$ cat src/rtl/trace_pkg.sv
// -----------------------------------------------------------------------------
// trace_pkg
// Shared definitions for the trace record extractor slice:
//   - ASCII control characters and digit/hex ranges of the CPU trace format
//   - format_type verdict codes driven by the upstream format checker
//   - field tracker state enum
//   - packed record layout (bit offsets) and character helper functions
// Packed record, LSB first:
//   data[31:0] | reg_ovf | reg[4:0] | addr[31:0] | pc[31:0] | time[TIME_W-1:0] | kind
// -----------------------------------------------------------------------------
package trace_pkg;

    // Trace line delimiters
    localparam logic [7:0] CH_CARET  = 8'h5E;  // '^' start of line
    localparam logic [7:0] CH_AT     = 8'h40;  // '@' time -> pc
    localparam logic [7:0] CH_COLON  = 8'h3A;  // ':' pc -> separator
    localparam logic [7:0] CH_STAR   = 8'h2A;  // '*' memory address follows
    localparam logic [7:0] CH_DOLLAR = 8'h24;  // '$' register number follows
    localparam logic [7:0] CH_LT     = 8'h3C;  // '<' first half of "<="
    localparam logic [7:0] CH_EQ     = 8'h3D;  // '=' data follows
    localparam logic [7:0] CH_HASH   = 8'h23;  // '#' end of line

    // Digit classes (hex digits are lowercase only in this trace format)
    localparam logic [7:0] CH_0 = 8'h30;
    localparam logic [7:0] CH_9 = 8'h39;
    localparam logic [7:0] CH_A = 8'h61;
    localparam logic [7:0] CH_F = 8'h66;

    // Checker verdicts; 2'b11 carries no meaning and is treated as FMT_NONE
    localparam logic [1:0] FMT_NONE = 2'b00;
    localparam logic [1:0] FMT_REG  = 2'b01;
    localparam logic [1:0] FMT_MEM  = 2'b10;

    typedef enum logic [2:0] {
        F_IDLE,
        F_TIME,
        F_PC,
        F_SEP,
        F_ADDR,
        F_REG,
        F_WAIT,
        F_DATA
    } field_state_e;

    // Packed record bit offsets; time is TIME_W wide, kind sits just above it
    localparam int REC_DATA_OFS = 0;
    localparam int REC_OVF_OFS  = 32;
    localparam int REC_REG_OFS  = 33;
    localparam int REC_ADDR_OFS = 38;
    localparam int REC_PC_OFS   = 70;
    localparam int REC_TIME_OFS = 102;

    function automatic int rec_width(input int time_w);
        return REC_TIME_OFS + time_w + 1;
    endfunction

    function automatic logic is_dec(input logic [7:0] c);
        return (c >= CH_0) && (c <= CH_9);
    endfunction

    function automatic logic is_hex(input logic [7:0] c);
        return is_dec(c) || ((c >= CH_A) && (c <= CH_F));
    endfunction

    // Numeric value of a decimal or lowercase hex digit
    function automatic logic [3:0] digit_val(input logic [7:0] c);
        logic [7:0] v;
        v = is_dec(c) ? (c - CH_0) : (c - CH_A + 8'd10);
        return v[3:0];
    endfunction

endpackage

$ cat src/rtl/trace_record_extractor_if.sv
// -----------------------------------------------------------------------------
// trace_record_extractor_if
// Record output port of the trace record extractor (valid/ready handshake).
//   rec_valid    record available          (master -> slave)
//   rec_ready    consumer accepts record   (slave -> master)
//   rec_kind     0 register write, 1 memory write
//   rec_time     decimal time field, binary, TIME_W bits
//   rec_pc       PC field
//   rec_addr     memory address (zero for register writes)
//   rec_reg      register number low 5 bits (zero for memory writes)
//   rec_reg_ovf  register number parsed above 31
//   rec_data     written data
//   rec_overflow sticky: a committed record was lost
// -----------------------------------------------------------------------------
interface trace_record_extractor_if #(
    parameter int TIME_W = 14
);
    logic              rec_valid;
    logic              rec_ready;
    logic              rec_kind;
    logic [TIME_W-1:0] rec_time;
    logic [31:0]       rec_pc;
    logic [31:0]       rec_addr;
    logic [4:0]        rec_reg;
    logic              rec_reg_ovf;
    logic [31:0]       rec_data;
    logic              rec_overflow;

    modport master (
        output rec_valid, rec_kind, rec_time, rec_pc, rec_addr,
               rec_reg, rec_reg_ovf, rec_data, rec_overflow,
        input  rec_ready
    );

    modport slave (
        input  rec_valid, rec_kind, rec_time, rec_pc, rec_addr,
               rec_reg, rec_reg_ovf, rec_data, rec_overflow,
        output rec_ready
    );
endinterface

$ cat src/rtl/trace_rec_fifo.sv
// -----------------------------------------------------------------------------
// trace_rec_fifo
// Record-wide synchronous FIFO with count-based full/empty. Only compiled when
// TRACE_REC_FIFO_EN is defined (the only configuration that instantiates it).
//   clk, reset  clock, synchronous active-high reset
//   push, din   write request and record; ignored when full unless popping too
//   pop         read request (head advances); ignored when empty
//   dout        head record, all zeros while empty
//   valid       FIFO not empty
//   full        FIFO holds DEPTH records
// -----------------------------------------------------------------------------
`ifdef TRACE_REC_FIFO_EN
module trace_rec_fifo #(
    parameter int WIDTH = 8,
    parameter int DEPTH = 4
) (
    input  logic             clk,
    input  logic             reset,
    input  logic             push,
    input  logic [WIDTH-1:0] din,
    input  logic             pop,
    output logic [WIDTH-1:0] dout,
    output logic             valid,
    output logic             full
);
    localparam int AW = $clog2(DEPTH);

    logic [WIDTH-1:0] mem [DEPTH];
    logic [AW-1:0]    wr_ptr;
    logic [AW-1:0]    rd_ptr;
    logic [AW:0]      count;
    logic             do_push;
    logic             do_pop;

    assign valid   = (count != '0);
    assign full    = (count == (AW+1)'(DEPTH));
    assign do_pop  = pop && valid;
    // A simultaneous pop frees the slot this push needs, so full does not block it
    assign do_push = push && (!full || do_pop);
    assign dout    = valid ? mem[rd_ptr] : '0;

    // NOTE: the storage array has no reset; only pointers and count do, and
    // dout is masked to zero while empty, so stale contents are never visible.
    always_ff @(posedge clk) begin
        if (do_push) begin
            mem[wr_ptr] <= din;
        end
    end

    always_ff @(posedge clk) begin
        if (reset) begin
            wr_ptr <= '0;
            rd_ptr <= '0;
            count  <= '0;
        end else begin
            if (do_push) begin
                wr_ptr <= wr_ptr + AW'(1);
            end
            if (do_pop) begin
                rd_ptr <= rd_ptr + AW'(1);
            end
            case ({do_push, do_pop})
                2'b10:   count <= count + (AW+1)'(1);
                2'b01:   count <= count - (AW+1)'(1);
                default: count <= count;
            endcase
        end
    end
endmodule
`endif

$ cat src/rtl/trace_record_extractor.sv
// -----------------------------------------------------------------------------
// trace_record_extractor
// Snoops the ASCII CPU trace stream alongside the format checker, shadows the
// field values of the line in flight and, on the checker's format_type verdict
// (the cycle after '#'), commits them as a binary record on a valid/ready port.
// No format validation is done here; the checker's verdict is trusted.
//   clk          clock, rising edge
//   reset        synchronous, active-high
//   char         ASCII character, one per cycle
//   format_type  checker verdict: 01 reg write, 10 mem write, 00/11 none
//   rec          record port (trace_record_extractor_if.master)
// Parameters:
//   TIME_W       width of the decimal time accumulator / rec_time
//   REC_DEPTH    record FIFO depth (power of 2, >= 2), used with the FIFO only
// Configuration macro TRACE_REC_FIFO_EN:
//   undefined  single output slot; a commit while the slot is held is dropped
//   defined    REC_DEPTH-entry FIFO (trace_rec_fifo), head drives rec_*
// -----------------------------------------------------------------------------
module trace_record_extractor
    import trace_pkg::*;
#(
    parameter int TIME_W    = 14,
    parameter int REC_DEPTH = 4
) (
    input  logic                            clk,
    input  logic                            reset,
    input  logic [7:0]                      char,
    input  logic [1:0]                      format_type,
    trace_record_extractor_if.master        rec
);
    localparam int REC_W = rec_width(TIME_W);

    if (REC_DEPTH < 2 || (REC_DEPTH & (REC_DEPTH - 1)) != 0) begin : g_bad_rec_depth
        $error("REC_DEPTH must be a power of 2 and at least 2");
    end

    field_state_e      state;
    logic [TIME_W-1:0] time_sh;
    logic [31:0]       pc_sh;
    logic [31:0]       addr_sh;
    logic [9:0]        reg_sh;
    logic [31:0]       data_sh;

    logic              commit;
    logic              commit_kind;
    logic [REC_W-1:0]  rec_in;
    logic [REC_W-1:0]  head;
    logic              head_valid;
    logic              pop;
    logic              drop;
    logic              overflow_q;

    // ---------------------------------------------------------------- tracker
    // NOTE: shadows update with nonblocking assignments, so a commit on the same
    // edge as a '^' still captures the finished line before the clear lands.
    always_ff @(posedge clk) begin
        if (reset) begin
            state   <= F_IDLE;
            time_sh <= '0;
            pc_sh   <= '0;
            addr_sh <= '0;
            reg_sh  <= '0;
            data_sh <= '0;
        end else if (char == CH_CARET) begin
            state   <= F_TIME;
            time_sh <= '0;
            pc_sh   <= '0;
            addr_sh <= '0;
            reg_sh  <= '0;
            data_sh <= '0;
        end else if (char == CH_HASH) begin
            state <= F_IDLE;
        end else begin
            case (state)
                F_TIME: begin
                    if (char == CH_AT) begin
                        state <= F_PC;
                    end else if (is_dec(char)) begin
                        time_sh <= time_sh * TIME_W'(10) + TIME_W'(digit_val(char));
                    end
                end
                F_PC: begin
                    if (char == CH_COLON) begin
                        state <= F_SEP;
                    end else if (is_hex(char)) begin
                        pc_sh <= {pc_sh[27:0], digit_val(char)};
                    end
                end
                F_SEP: begin
                    if (char == CH_STAR) begin
                        state <= F_ADDR;
                    end else if (char == CH_DOLLAR) begin
                        state <= F_REG;
                    end
                end
                F_ADDR, F_REG, F_WAIT: begin
                    if (char == CH_LT) begin
                        state <= F_WAIT;
                    end else if (char == CH_EQ) begin
                        state <= F_DATA;
                    end else if (state == F_ADDR && is_hex(char)) begin
                        addr_sh <= {addr_sh[27:0], digit_val(char)};
                    end else if (state == F_REG && is_dec(char)) begin
                        reg_sh <= reg_sh * 10'd10 + 10'(digit_val(char));
                    end
                end
                F_DATA: begin
                    if (is_hex(char)) begin
                        data_sh <= {data_sh[27:0], digit_val(char)};
                    end
                end
                default: ;
            endcase
        end
    end

    // ----------------------------------------------------------------- commit
    // NOTE: every signal gets a default before the case so no latch is inferred.
    always_comb begin
        commit      = 1'b0;
        commit_kind = 1'b0;
        case (format_type)
            FMT_REG:  commit = 1'b1;
            FMT_MEM:  begin
                commit      = 1'b1;
                commit_kind = 1'b1;
            end
            FMT_NONE: commit = 1'b0;
            default:  commit = 1'b0;
        endcase
    end

    // Fields that do not belong to the record kind are forced to zero
    assign rec_in = {commit_kind,
                     time_sh,
                     pc_sh,
                     commit_kind ? addr_sh : 32'd0,
                     commit_kind ? 5'd0 : reg_sh[4:0],
                     !commit_kind && (reg_sh > 10'd31),
                     data_sh};

    assign pop = head_valid && rec.rec_ready;

    // ---------------------------------------------------------- record store
`ifdef TRACE_REC_FIFO_EN
    logic fifo_full;

    trace_rec_fifo #(
        .WIDTH (REC_W),
        .DEPTH (REC_DEPTH)
    ) u_rec_fifo (
        .clk   (clk),
        .reset (reset),
        .push  (commit),
        .din   (rec_in),
        .pop   (pop),
        .dout  (head),
        .valid (head_valid),
        .full  (fifo_full)
    );

    assign drop = commit && fifo_full && !pop;
`else
    // Single slot: a commit reloads it when empty or when the held record is
    // leaving this cycle, so back-to-back records flow without a bubble.
    always_ff @(posedge clk) begin
        if (reset) begin
            head_valid <= 1'b0;
            head       <= '0;
        end else if (commit && (!head_valid || rec.rec_ready)) begin
            head_valid <= 1'b1;
            head       <= rec_in;
        end else if (pop) begin
            head_valid <= 1'b0;
            head       <= '0;
        end
    end

    assign drop = commit && head_valid && !rec.rec_ready;
`endif

    always_ff @(posedge clk) begin
        if (reset) begin
            overflow_q <= 1'b0;
        end else if (drop) begin
            overflow_q <= 1'b1;
        end
    end

    // ---------------------------------------------------------------- outputs
    assign rec.rec_valid    = head_valid;
    assign rec.rec_kind     = head[REC_TIME_OFS + TIME_W];
    assign rec.rec_time     = head[REC_TIME_OFS +: TIME_W];
    assign rec.rec_pc       = head[REC_PC_OFS   +: 32];
    assign rec.rec_addr     = head[REC_ADDR_OFS +: 32];
    assign rec.rec_reg      = head[REC_REG_OFS  +: 5];
    assign rec.rec_reg_ovf  = head[REC_OVF_OFS];
    assign rec.rec_data     = head[REC_DATA_OFS +: 32];
    assign rec.rec_overflow = overflow_q;

endmodule

$ cat src/flat_wrapper.sv
// flat-port wrapper written by rule: the top's interface ports become plain ports
module trace_record_extractor_flat import trace_pkg::*;
#(
    parameter int TIME_W    = 14,
    parameter int REC_DEPTH = 4
)
  (clk, reset, char, format_type, rec_rec_valid, rec_rec_kind, rec_rec_time, rec_rec_pc, rec_rec_addr, rec_rec_reg, rec_rec_reg_ovf, rec_rec_data, rec_rec_overflow, rec_rec_ready);
  trace_record_extractor_if #(.TIME_W(TIME_W)) rec_i ();
  input  logic clk;
  input  logic reset;
  input  logic [7:0] char;
  input  logic [1:0] format_type;
  output wire logic [$bits(rec_i.rec_valid)-1:0] rec_rec_valid;
  output wire logic [$bits(rec_i.rec_kind)-1:0] rec_rec_kind;
  output wire logic [$bits(rec_i.rec_time)-1:0] rec_rec_time;
  output wire logic [$bits(rec_i.rec_pc)-1:0] rec_rec_pc;
  output wire logic [$bits(rec_i.rec_addr)-1:0] rec_rec_addr;
  output wire logic [$bits(rec_i.rec_reg)-1:0] rec_rec_reg;
  output wire logic [$bits(rec_i.rec_reg_ovf)-1:0] rec_rec_reg_ovf;
  output wire logic [$bits(rec_i.rec_data)-1:0] rec_rec_data;
  output wire logic [$bits(rec_i.rec_overflow)-1:0] rec_rec_overflow;
  input wire logic [$bits(rec_i.rec_ready)-1:0] rec_rec_ready;
  assign rec_rec_valid = rec_i.rec_valid;
  assign rec_rec_kind = rec_i.rec_kind;
  assign rec_rec_time = rec_i.rec_time;
  assign rec_rec_pc = rec_i.rec_pc;
  assign rec_rec_addr = rec_i.rec_addr;
  assign rec_rec_reg = rec_i.rec_reg;
  assign rec_rec_reg_ovf = rec_i.rec_reg_ovf;
  assign rec_rec_data = rec_i.rec_data;
  assign rec_rec_overflow = rec_i.rec_overflow;
  assign rec_i.rec_ready = rec_rec_ready;
  trace_record_extractor #(.TIME_W(TIME_W), .REC_DEPTH(REC_DEPTH)) u_core (.clk(clk), .reset(reset), .char(char), .format_type(format_type), .rec(rec_i));
endmodule
$ cat config.mk
export PLATFORM = sky130hd
export DESIGN_NAME = trace_record_extractor_flat
export DESIGN_NICKNAME = d
export VERILOG_FILES = /design/src/rtl/trace_pkg.sv /design/src/rtl/trace_record_extractor_if.sv /design/src/rtl/trace_rec_fifo.sv /design/src/rtl/trace_record_extractor.sv /design/src/flat_wrapper.sv
export SDC_FILE = /design/constraint.sdc
export NUM_CORES = 1
export LEC_CHECK = 0
export ABC_AREA = 1
export CAP_MARGIN = 10
export CORE_MARGIN = 2
export CORE_UTILIZATION = 45
export CTS_CLUSTER_DIAMETER = 100
export DETAILED_ROUTE_END_ITERATION = 16
export PLACE_DENSITY = 0.76
export SYNTH_ARGS = -nofsm -noshare
export SYNTH_HDL_FRONTEND = slang
export SYNTH_HIERARCHICAL = 1
export SYNTH_SLANG_ARGS = --single-unit
$ cat constraint.sdc
create_clock -name clk -period 4.13 [get_ports clk]
set_input_delay 0.6195 -clock clk [delete_from_list [all_inputs] [get_ports clk]]
set_output_delay 0.6195 -clock clk [all_outputs]
set_load 0.005 [all_outputs]
## Yosys cells after proc, flatten, opt, wreduce, memory -nomap -nowiden

Cells that the tools add are included.

- Bits in registers: 242
- Input port bits: 13

- Add/subtract/negate cells: 5
- Multiply operators: 2
- Magnitude comparators: 5
- Eq/ne operators: 25
- Mux-type cells: 18
- Bitwise gates (word level): 6
- Reductions and logical operators: 28

Operators by type and width:

| cell | number |
|---|---|
| $mux W117 | 2 |
| $eq A8 B6 Y1 const B | 6 |
| $mux W32 | 1 |
| $mux W3 | 6 |
| $eq A8 B7 Y1 const B | 2 |
| $reduce_and A5 Y1 | 3 |
| $add A14 B4 Y14 | 1 |
| $mul A14 B3 Y13 const B | 1 |
| $eq A3 B3 Y1 const B | 4 |
| $pmux W3 S4 | 1 |
| $add A10 B4 Y10 | 1 |
| $gt A10 B5 Y1 const B | 1 |
| $mul A10 B3 Y9 const B | 1 |
| $ne A5 B1 Y1 const B | 2 |
| $logic_and A1 B1 Y1 | 9 |
| $ge A8 B6 Y1 const B | 1 |
| $ge A8 B7 Y1 const B | 1 |
| $le A8 B6 Y1 const B | 1 |
| $le A8 B7 Y1 const B | 1 |
| $ne A4 B1 Y1 const B | 2 |
| $reduce_and A4 Y1 | 2 |
| $sub A4 B1 Y4 const B | 2 |
| $eq A3 B2 Y1 const B | 2 |
| $mux W1 | 6 |
| other kinds (18) | 30 |

## Longest topological paths before layout

- Word-level depth: 6
- Depth in mapped cells: 20
- Gate-level depth less buffers: 20

## Worst setup path after synthesis

Ideal clock, no wire load.

- Path kind: input to register
- Start: input port char[0]
- End: register u_core.time_sh[13]
- Arrival: 3127 ps
- Data required time: 4021 ps
- Setup slack: 894 ps
- Stages: 19
- Path through: inv_1 ha_1 nor2_1 o21ai_2 nand2_4 o21ai_0 ha_1 inv_1 fa_1 o21ai_0 nand2_1 nor2_2 nand3_2 nor2_2 nand3_1 nand2_1 nand3_1 nand2_1 inv_1

- Cells in the longest elaborated chain, start to end: 4
- Elaborated cells between the ends (all ways): 15
- Classes of those cells: 4 x add/sub; 2 x order compare; 3 x eq/ne; 1 x mux; 2 x bitwise; 3 x reduce/logical

RTL lines:

| item | RTL line | RTL |
|---|---|---|
| from (decl) | flat_wrapper.sv:11 | `input logic [7:0] char;` |
| $sub A4 B1 Y4, or another cell as far along | trace_pkg.sv:68 | `v = is_dec(c) ? (c - CH_0) : (c - CH_A + 8'd10);` |
| $add A4 B4 Y4 or $logic_and A1 B1 Y1 (tied branches) | trace_pkg.sv:68, trace_pkg.sv:58 |  |
| $mux W4 | trace_pkg.sv:68 |  |
| $add A14 B4 Y14 | trace_record_extractor.sv:79 | `time_sh <= time_sh * TIME_W'(10) + TIME_W'(digit_val(char));` |
| to (signal assigned) | trace_record_extractor.sv:79 |  |
| to (decl) | trace_record_extractor.sv:38 | `logic [TIME_W-1:0] time_sh;` |

Several ways; a longest one is shown, not always the timed one.
A chain may end at the register's enable or synchronous reset.

## Worst setup path in the final report

- Start: input port char[0]
- End: register u_core.time_sh[12]

The elaborated chain is that of the path after synthesis.

==> run_results.csv <==
group,metric,value,unit
status,status,"completed",
placed_design,post_dp_cell_area,11700,um2
placed_design,pre_cts_slack,0.0218,ns
min_path,hp-class,"reg2reg",
logic_synthesis,syn_inst,1352,
pwr,p_per_area,416,nW/um2
floorplanning,initial_core_util,0.455,
finish,fin_nets,1503,
timing,max-slew-margin-rel,0.441,
clock_network,cts_buffers,25,
finish,layout_commonest_cell,"nand2_1",
global_route,grt_pass1_wl,41.2,mm
run,maxCapViolations,0,
placed_design,placedCellCount,1703,
worst_setup_path,end_kind,"register",
worst_setup_path,worstSetupPathType,"in2reg",
clock_network,cts_setup_buffers,0,
worst_setup_path,critPathRequiredTime,4.55,ns
clock_network,path_clk_slew,0.06,ns
worst_setup_path,cp-start-kind,"primary input",
logic_synthesis,synth-seq-area-share,0.473,
placed_design,dpl.hpwl,16.1,mm
logic_synthesis,syn_area,10200,um2
detailed_routing,wire_per_inst,14.2,um
finish,drive_gt1_frac,0.0567,
timing,final.setup_skew,0.0152,ns
pwr,vdd_drop_max,0.000305,V
clock_network,htreeDepth,1,
worst_setup_path,cp_max_fo,7,
logic_synthesis,syn_nets,1410,
logic_synthesis,synth_cell_types,33,
global_route,grtUsageTotal,0.202,
timing,fin_crit,3.60,ns
floorplanning,rows,55,
detailed_routing,postRouteAntennaNets,0,
logic_synthesis,ys_seq_elements,242,
finish,final_cell_mix,"298 x nand2_1, 242 x dfxtp_1, 208 x a21oi_1",
timing,max_freq,278,MHz
finish,antenna_cells,0,
placed_design,port_buffers,131,
global_route,overflow,0,
detailed_routing,vias_per_cell,5.19,
global_route,grt_pass1_vias,8614,
floorplanning,core_area,22500,um2
clock_network,cts-root-buf,"clkbuf_16",
detailed_routing,drc_errors,0,
timing,finalSetupViolations,0,
floorplanning,top_level_ports,132,
clock_network,cts_hold_buf,0,
global_route,grt_start_max_net_pins,85,
timing,setup_slack,0.530,ns
logic_synthesis,yosys_warnings,6,
pwr,power_leakage,0.00480,uW
floorplanning,die_area,24000,um2
clock_network,tritoncts,"built",
finish,stdcell_count,1749,
floorplanning,fp.dieW,155,um
clock_network,clockBufferDepth,3,
timing,worst-slew-pin-transition,0.832,ns
detailed_routing,vias,9072,
clock_network,clock_sinks,242,
detailed_routing,drt_first_iter_violations,574,
clock_network,clock_latency,0.53,ns
timing,slew_violations,0,
clock_network,cts.repair.resized,0,
global_route,antenna_found_initial,1,
timing,finalHoldViolations,0,
worst_setup_path,arrival,4.02,ns
finish,final_area,12500,um2
floorplanning,fp.dieH,155,um
timing,tns,0,ns
logic_synthesis,syn_area_per_cell,7.58,um2
timing,period_share,0.872,
timing,grt_setup_unrepaired,"false",
detailed_routing,drtPass1Iterations,5,
placed_design,place_congestion,0.958,
finish,area_delta_synth_final,22.5,%
detailed_routing,drt_wl_total,24.8,mm
[cells by family after synthesis]
logic type      count (synthesis)  share of synthesized area
compound gates                341                      0.170
buf+inv                       164                     0.0675
flops                         242                      0.473
simple gates                  545                      0.219
fa+ha+maj                      45                     0.0579
xor+xnor                       15                     0.0128
[through the flow]
step,power (uW),utilization,hold WS [ns]
after detailed placement,2920,0.519,0.449
final,5220,0.557,0.455
after global placement,2910,0.519,0.441
after CTS,5260,0.557,0.458
after floorplan,2790,-,0.439
after global routing,5420,0.557,0.474
[critical path: stages]
cell and delay [ns]:
clkdlybuf4s50_1 0.56, inv_1 0.13, ha_1 0.26, nor2_1 0.17, o21ai_2 0.11, nand2_4 0.13
nand2_1 0.07, xor2_1 0.41, inv_1 0.19, ha_1 0.32, nand3_1 0.06, nand3_1 0.09
nand2_1 0.10, nor2_1 0.17, nand3_1 0.11, nor2_1 0.19, nand2_1 0.08, nand2_1 0.06
nand3_1 0.08, nand2_1 0.07, inv_1 0.03
[path summary, 6_finish.rpt]
check	start	to	slack, ns	depth (start not counted)
max	char[0]	u_core/time_sh[12]$_SDFFE_PP0P_	0.53	21
min	u_core/rec.rec_overflow$_SDFFE_PP0P_	u_core/rec.rec_overflow$_SDFFE_PP0P_	0.46	2
max reg2reg	u_core/time_sh[1]$_SDFFE_PP0P_	u_core/time_sh[12]$_SDFFE_PP0P_	1.49	13
min reg2reg	u_core/rec.rec_overflow$_SDFFE_PP0P_	u_core/rec.rec_overflow$_SDFFE_PP0P_	0.46	2
[synth_stat cells, drive strengths merged]
| library cell | instances | area share |
|---|---|---|
| nand2 | 304 | 0.11 |
| xnor2 | 5 | 0.0043 |
| o21bai | 3 | 0.0022 |
| a31oi | 2 | 0.0012 |
| nor3 | 5 | 0.0024 |
| o211ai | 2 | 0.0015 |
| clkbuf | 35 | 0.013 |
| o21ai | 122 | 0.060 |
| nand3b | 6 | 0.0044 |
| xor2 | 10 | 0.0085 |
| a21oi | 208 | 0.10 |
| dfxtp | 242 | 0.47 |
| inv | 86 | 0.032 |
| nor2 | 151 | 0.057 |
| buf | 43 | 0.023 |
| fa | 4 | 0.0078 |
| o41ai | 1 | 0.00086 |
| ha | 41 | 0.050 |
| or2 | 3 | 0.0018 |
| nand3 | 69 | 0.035 |
| nand4 | 7 | 0.0043 |
| o21a | 3 | 0.0022 |
[sequential cells by signal (all words and copies together), names as in the netlist]
signal	cells
u_core/reg_sh	10
u_core/rec.rec_overflow	1
u_core/pc_sh	32
u_core/time_sh	14
u_core/rec.rec_valid	1
u_core/state	3
u_core/head	117
u_core/addr_sh	32
u_core/data_sh	32
[layer usage]
layer  global-route usage  up-vias  wire (um)
met3               0.0301       46       1290
met1                0.269     4153      11300
met2                0.344      245      11600
met5                    0        -         13
met4               0.0560        2        508
li1                     -     4626          -
[power by group]
part	switching, uW	internal, uW	total (uW)	leakage (uW)
Sequential	25.8	2370	2390	0.00195
Combinational	338	137	475	0.00243
Clock	927	1430	2350	0.000428
Total	1290	3930	5220	0.00480
[layout make-up]
| type | count | area [um2] |
|---|---|---|
| Clock inverter | 14 | 190 |
| Multi-Input combinational cell | 946 | 4710 |
| Clock buffer | 32 | 682 |
| Timing Repair Buffer | 144 | 1430 |
| Tap cell | 285 | 357 |
| Fill cell | 2048 | 9960 |
| Sequential cell | 242 | 4840 |
| Inverter | 86 | 324 |
No activity file was read; power rests on OpenSTA's default activity.
